## src/rtl/param_sync_fifo.sv

```systemverilog
// Parametrised single-clock FIFO with programmable almost-full/empty levels,
// optional first-word fall-through output and a synchronous flush.
module param_sync_fifo #(
  parameter int unsigned FIFO_WIDTH = 16,
  parameter int unsigned FIFO_DEPTH = 8,
  parameter int unsigned AF_LEVEL   = FIFO_DEPTH - 1,
  parameter int unsigned AE_LEVEL   = 1,
  parameter bit          FWFT       = 1'b0,
  localparam int unsigned CW        = $clog2(FIFO_DEPTH + 1)
) (
  input  logic                  clk,
  input  logic                  rst,
  input  logic [FIFO_WIDTH-1:0] data_in,
  input  logic                  wr_en,
  input  logic                  rd_en,
  input  logic                  flush,
  output logic [FIFO_WIDTH-1:0] data_out,
  output logic                  valid,
  output logic                  wr_ack,
  output logic                  overflow,
  output logic                  underflow,
  output logic                  full,
  output logic                  empty,
  output logic                  almostfull,
  output logic                  almostempty,
  output logic [CW-1:0]         count
);

  localparam int unsigned PW = (FIFO_DEPTH > 1) ? $clog2(FIFO_DEPTH) : 1;

  if (FIFO_WIDTH < 1) begin : g_bad_width
    $error("param_sync_fifo: FIFO_WIDTH must be >= 1");
  end
  if (FIFO_DEPTH < 2) begin : g_bad_depth
    $error("param_sync_fifo: FIFO_DEPTH must be >= 2");
  end
  if (AF_LEVEL > FIFO_DEPTH) begin : g_bad_af
    $error("param_sync_fifo: AF_LEVEL must not exceed FIFO_DEPTH");
  end
  if (AE_LEVEL >= FIFO_DEPTH) begin : g_bad_ae
    $error("param_sync_fifo: AE_LEVEL must be below FIFO_DEPTH");
  end

  logic [FIFO_WIDTH-1:0] mem [FIFO_DEPTH];
  logic [PW-1:0]         wr_ptr_q, rd_ptr_q;
  logic [CW-1:0]         count_q, count_d;
  logic                  wr_ack_q, overflow_q, underflow_q;
  logic                  wr_accept, rd_accept;

  assign full        = (count_q == CW'(FIFO_DEPTH));
  assign empty       = (count_q == '0);
  assign almostfull  = (count_q >= CW'(AF_LEVEL));
  assign almostempty = !empty && (count_q <= CW'(AE_LEVEL));
  assign count       = count_q;
  assign wr_ack      = wr_ack_q;
  assign overflow    = overflow_q;
  assign underflow   = underflow_q;

  // A read from a full FIFO frees the slot the simultaneous write lands in.
  assign rd_accept = rd_en && !empty;
  assign wr_accept = wr_en && (!full || rd_accept);

  always_comb begin
    count_d = count_q;
    case ({wr_accept, rd_accept})
      2'b10:   count_d = count_q + 1'b1;
      2'b01:   count_d = count_q - 1'b1;
      default: count_d = count_q;
    endcase
  end

  always_ff @(posedge clk) begin
    if (rst || flush) begin
      wr_ptr_q    <= '0;
      rd_ptr_q    <= '0;
      count_q     <= '0;
      wr_ack_q    <= 1'b0;
      overflow_q  <= 1'b0;
      underflow_q <= 1'b0;
    end else begin
      if (wr_accept) begin
        wr_ptr_q <= (wr_ptr_q == PW'(FIFO_DEPTH - 1)) ? '0 : wr_ptr_q + 1'b1;
      end
      if (rd_accept) begin
        rd_ptr_q <= (rd_ptr_q == PW'(FIFO_DEPTH - 1)) ? '0 : rd_ptr_q + 1'b1;
      end
      count_q     <= count_d;
      wr_ack_q    <= wr_accept;
      overflow_q  <= wr_en && !wr_accept;
      underflow_q <= rd_en && empty;
    end
  end

  // Storage is deliberately not reset.
  always_ff @(posedge clk) begin
    if (!rst && !flush && wr_accept) begin
      mem[wr_ptr_q] <= data_in;
    end
  end

  if (FWFT) begin : g_fwft
    assign data_out = empty ? '0 : mem[rd_ptr_q];
    assign valid    = !empty;
  end else begin : g_reg
    logic [FIFO_WIDTH-1:0] data_out_q;
    logic                  valid_q;

    always_ff @(posedge clk) begin
      if (rst) begin
        data_out_q <= '0;
        valid_q    <= 1'b0;
      end else if (flush) begin
        valid_q <= 1'b0;
      end else begin
        valid_q <= rd_accept;
        if (rd_accept) begin
          data_out_q <= mem[rd_ptr_q];
        end
      end
    end

    assign data_out = data_out_q;
    assign valid    = valid_q;
  end

endmodule

```

## config.mk

```make
export PLATFORM = sky130hd
export DESIGN_NAME = param_sync_fifo
export DESIGN_NICKNAME = d
export VERILOG_FILES = /design/src/rtl/param_sync_fifo.sv
export SDC_FILE = /design/constraint.sdc
export NUM_CORES = 1
export LEC_CHECK = 0
export CORE_ASPECT_RATIO = 1.1
export CORE_MARGIN = 4
export CORE_UTILIZATION = 47
export CTS_BUF_LIST = sky130_fd_sc_hd__clkbuf_4 sky130_fd_sc_hd__clkbuf_8
export DETAILED_ROUTE_END_ITERATION = 7
export GPL_ROUTABILITY_DRIVEN = 0
export PLACE_DENSITY = 0.66
export SETUP_SLACK_MARGIN = 0.05
export SLEW_MARGIN = 20
export SYNTH_ARGS = -nofsm -noshare
export SYNTH_HDL_FRONTEND = slang
export SYNTH_SLANG_ARGS = --single-unit
```

## constraint.sdc

```tcl
create_clock -name clk -period 5.2 [get_ports clk]
set_input_delay 1.04 -clock clk [delete_from_list [all_inputs] [get_ports clk]]
set_output_delay 1.04 -clock clk [all_outputs]
set_load 0.02 [all_outputs]
```

==> flow_summary.ini, run 1 <==
[logic_synthesis]
synth_cells = 307
synth_fp_nets = 336
avgSynthCellArea_um2 = 20.1
ys_seq_area_share_pct = 72.1
synth_top_area_cell = edfxtp_1
synth_ff_type = edfxtp_1
syn_area_um2 = 6160
async_reset_ff_share_pct = 0
synth_common_cells = edfxtp_1 (128), dfxtp_1 (30), mux4_1 (26)
yosys-mux-area-fraction_pct = 16.4
yosysUniqueCellTypes = 42
synth-simple-area-share_pct = 4.02
netlist_top_cells_area = edfxtp_1 (62%), mux4_1 (11%), dfxtp_1 (9.7%), mux2_2 (2.9%), a22o_1 (2.3%)
synth_fa_ha_area_share_pct = 1.62
synth-xor-area-share_pct = 0.426
ys_ff_latch = 158
yosysTopAreaCellShare_pct = 62.4
synth_edf_count = 128
synth.most_common_cell = edfxtp_1
ys_warn_count = 0
synth_top_family_by_area = multiplexers
synth_compound_area_share_pct = 3.39

[grt]
grt_max_degree = 36
antenna_found_initial = 0
grt_pass1_wl_um = 17400
grt_pass1_vias = 3124
grt-ovfl-total = 0
gr-usage-all-layers_pct = 16.1

[critical_path]
path_buf_inv = 2
worstSetupEndpointType = output port
worstSetupPathType = flip-flop to output port
start_kind = flip-flop
slowest_delay_ps = 660
critPathMaxFanout = 7
path_cells = inv_1, ha_1, nor4b_1, clkdlybuf4s50_1
critical_path.top_delay_family = buffers and inverters
worst_path_max_delay_cell = clkdlybuf4s50_1
required_ps = 4160
cp_data_arrival_time_ps = 2190

[timing]
slew_viol_final = 0
fmax_ghz = 0.309
layout_min_cycle_time_ps = 3230
period_share_pct = 62.2
hold_viol_final = 0
setup_tns_ps = 0
setup_viol = 0
worst_pin_slew_ps = 1090
slew_headroom_pct = 27.2
rsz0062_at_grt = false
finClkSkew_ps = 14.7

[clocking]
cts_hold_buf = 0
cts_sinks = 158
root_buffer = clkbuf_8
cts_tree = built
cts_max_path_buffers = 2
clock_latency_ps = 450
cts_resized = 0
clk_pin_slew_worst_paths_ps = 80
htreeDepth = 4
cts_buffers = 17
cts_setup_buffers = 0

[floorplanning]
io_pins = 49
dieArea_um2 = 15000
dieHeight_um = 128
core-area_um2 = 12800
rows = 43
die_width_um = 117
initial_core_util_pct = 48.3

[route]
totalWireLength_um = 11100
drtIter0Drc = 134
drc = 0
wl_per_cell_um = 20.6
vias_per_cell = 5.70
via_count = 3074
drt.antenna.violating_nets = 0
first_pass_iters = 4

[cells_and_area]
diodes = 0
drive_above_1_share_pct = 18.8
area_delta_synth_final_pct = 16.9
final_nets = 398

[placement]
dp_hpwl_um = 6470
port_buffers = 48

[power]
pwr_density_cell_nw_per_um2 = 330
power.total_mw = 2.38
max-vdd-ir-drop_v = 0.000171
leakage_nw = 2.38

[flow_run]
cap_viol_max_count = 0

[min_path]
hp-class = flip-flop to flip-flop

[outcome]
status = completed
through the flow:
step / hold WS, ps / cell area, µm² / utilization (%) / setup WS, ps / instances
final: 484 / 7210 / 56.5 / 1970 / 539
after global routing: 510 / 7210 / 56.5 / 1840 / 539
after CTS: 490 / 7200 / 56.4 / 1930 / 539
after detailed placement: 471 / 6800 / 53.3 / 1810 / 507
after global placement: 462 / 6800 / 53.3 / 1840 / 507
after floorplan: 470 / 6160 / - / 2130 / 307
layout by cell type, fill, tap and decap left out, types with 2 or more instances in the layout:
cell and count:
nand2b_1 3, clkinv_2 5, mux2_2 16, nand2_1 10, ha_1 8, clkinvlp_4 2
a21oi_1 8, mux4_2 6, nor3_2 2, xor2_1 2, and3_1 2, mux4_1 26
inv_1 3, buf_4 8, bufinv_16 2, dfxtp_1 28, nand4b_1 2, edfxtp_1 128
nor2_1 11, clkbuf_8 20, clkdlybuf4s50_1 48, a22o_1 16, or3_1 3
power breakdown:
group	leakage (nW)	switching [mW]	internal, mW
logic	0.780	0.0559	0.0559
registers	1.40	0.0116	1.38
clock network	0.203	0.417	0.465
per-layer routing:
metal	part of all wire (%)	track usage [%]	up-vias	wire length (µm)
met4	2.3	7.56	0	259
met2	48	24.3	88	5360
met5	0	0	-	0
met1	45	21.7	1581	5020
li1	-	-	1387	-
met3	4.4	4.58	18	485
cell families (layout without fill, tap and decap cells):
group | count (synthesis) | after routing
DFF | 158 | 158
xor gates and xnor gates | 3 | 3
muxes | 49 | 49
adders and majority gates | 8 | 8
AOI/OAI and AO/OA | 28 | 28
and+or+nand+nor | 44 | 44
buffers and inverters | 17 | 92
registers in the layout (all words and copies together), names as in the netlist:
register / cells
count: 4
data_out: 16
mem: 128
overflow: 1
rd_ptr_q: 3
underflow: 1
valid: 1
wr_ack: 1
wr_ptr_q: 3
worst reg2reg max path, delay by kind of cell, from the launching register on:
family / cells / cell delay [ps]
and+or+nand+nor: 4 / 1100
adders and majority gates: 2 / 510
DFF: 1 / 480
buffers and inverters: 2 / 210
AOI/OAI and AO/OA: 1 / 200
xor gates and xnor gates: 1 / 130
layout make-up:
cell class	instances	area, µm²
Fill cell	966	5550
Sequential cell	158	4450
Multi-Input combinational cell	132	1610
Timing Repair Buffer	56	541
Clock buffer	21	283
Tap cell	157	196
Clock inverter	11	113
Inverter	4	15.0
worst paths after layout:
check | startpoint | to | slack (ps) | cells after the start
worst max-delay path | count[0] | almostempty | 1970 | 4
worst max register to register | count[0] | count[3] | 2470 | 10
worst min-delay path | data_out[13] | data_out[13] | 480 | 1
worst min register to register | data_out[13] | data_out[13] | 480 | 1
No activity file was read; power rests on OpenSTA's default activity.
==> run 2, diff against run 1 <==
- PLACE_DENSITY: 0.66 -> 0.68
- clock period: 5.2 -> 2.8 ns (I/O delays scaled with it)
==> run 2 against run 1 <==
Compared with the run above:
- sequential share of layout area down 1.2 points
- worst hold slack got worse by 3.4 ps
- core utilization grew 1.1 points
- highest routed layer unchanged
- critical endpoint is now empty
- clock skew fell by 5.5 ps
- critical path depth did not move
- via count down 1.3%
- register-to-register slack worse by 2200 ps
- cell area rose by 1.9%
- cell count is 1.9% higher
- combinational power up 96%
==> flow_summary.ini, run 2 (synthesized netlist as in run 1, its figures left out) <==
[outcome]
status = completed

[critical_path]
cp_data_arrival_time_ps = 2010
critPathMaxFanout = 5
required_ps = 2240
worstSetupPathType = flip-flop to output port
worstSetupEndpointType = output port
start_kind = flip-flop

[cells_and_area]
diodes = 0
utilization_pct = 57.6
mostFrequentLayoutCells = edfxtp_1 (128), clkdlybuf4s50_1 (47), dfxtp_1 (28)
area_delta_synth_final_pct = 19.1
final_nets = 408
fillCellCount = 919
regMostFlops = mem
drive_above_1_share_pct = 20.4
largest_register_ffs = 128
final_common_cell = edfxtp_1

[route]
via_count = 3033
drt.antenna.violating_nets = 0
drc = 0
first_pass_iters = 5
vias_per_cell = 5.52
wl_per_cell_um = 20.2
totalWireLength_um = 11100
drtIter0Drc = 140

[timing]
period_share_pct = 91.8
slew_viol_final = 0
setup_tns_ps = 0
hold_viol_final = 0
slew_headroom_pct = 33.5
layout_min_cycle_time_ps = 2570
worst_pin_slew_ps = 997
setup_viol = 0
fin_ws_ps = 230
finClkSkew_ps = 9.15
fmax_ghz = 0.389
rsz0062_at_grt = false

[grt]
gr-usage-all-layers_pct = 16.2
grt_pass1_vias = 3116
grt_pass1_wl_um = 17300
grt_max_degree = 33
antenna_found_initial = 0
grt-ovfl-total = 0

[floorplanning]
dieArea_um2 = 15000
die_width_um = 117
rows = 43
io_pins = 49
core-area_um2 = 12800
dieHeight_um = 128
initial_core_util_pct = 48.3

[power]
pwr_density_cell_nw_per_um2 = 619
max-vdd-ir-drop_v = 0.000323
p_int_mw = 3.64
p_comb_share_pct = 4.8
p_sw_share_pct = 20.0
power.share.clock_pct = 38.7
seq_power_share_pct = 56.5
leakage_nw = 2.45
p_switching_mw = 0.908

[clocking]
root_buffer = clkbuf_8
cts_max_path_buffers = 2
clock_latency_ps = 450
cts_sinks = 158
cts_buffers = 17
cts_setup_buffers = 0
htreeDepth = 4
clk_pin_slew_worst_paths_ps = 80
cts_tree = built

[min_path]
hp-class = flip-flop to flip-flop

[placement]
dp_hpwl_um = 6760
post-place-ws_ps = 94.6
port_buffers = 48

[flow_run]
cap_viol_max_count = 0
-- run 2: per-stage QoR --
| stage | hold WS (ps) | total power [mW] | instance area (µm²) | instances |
|---|---|---|---|---|
| 2_1_floorplan | 470 | 2.74 | 6170 | 307 |
| 3_3_place_gp | 460 | 2.84 | 6920 | 517 |
| 3_5_place_dp | 469 | 2.84 | 6920 | 517 |
| 4_1_cts | 481 | 4.60 | 7340 | 549 |
| 5_1_grt | 494 | 4.72 | 7340 | 549 |
| 6_report | 481 | 4.55 | 7340 | 549 |
-- run 2: final cells by class --
class / instances / area [µm²] / area share (%)
Sequential cell: 158 / 4450 / 60.5
Timing Repair Buffer: 66 / 664 / 9.05
Multi-Input combinational cell: 132 / 1600 / 21.8
Tap cell: 157 / 196 / 2.67
Clock buffer: 19 / 249 / 3.39
Clock inverter: 13 / 171 / 2.33
Inverter: 4 / 15.0 / 0.204
-- run 2: repair_timing --
item / 4_1_cts / 5_1_grt
hold buffers: 0 / 0
resized for setup: 1 / 1
setup endpoints to repair: 1 / 1
cloned: 0 / 0
-- run 2: worst max-delay path, stage by stage, from the launching register on --
cell,delay (ps)
dfxtp_1,350
inv_1,110
ha_1,240
nor3b_2,230
clkdlybuf4s50_1,640
-- run 2: final timing paths --
kind | cells after the start | endpoint | slack [ps] | from
min reg2reg | 1 | data_out[4] | 480 | data_out[4]
max reg2reg | 10 | count[3] | 290 | count[1]
max | 4 | empty | 230 | count[1]
min | 1 | data_out[4] | 480 | data_out[4]
-- run 2: power by group through the flow --
stage	Sequential, mW	Combinational [mW]	Clock (mW)
after CTS	2.57	0.224	1.81
after global placement	2.62	0.217	0
final	2.57	0.220	1.76
after floorplan	2.63	0.105	0
after detailed placement	2.62	0.223	0
after global routing	2.57	0.240	1.92
-- run 2: layer usage --
layer | part of all wire [%] | vias up | track usage (%) | wire length [µm]
li1 | - | 1412 | - | -
met1 | 43 | 1531 | 20.4 | 4750
met2 | 52 | 74 | 26.3 | 5710
met3 | 4.0 | 16 | 4.34 | 445
met4 | 1.6 | 0 | 6.88 | 177
met5 | 0 | - | 0 | 0
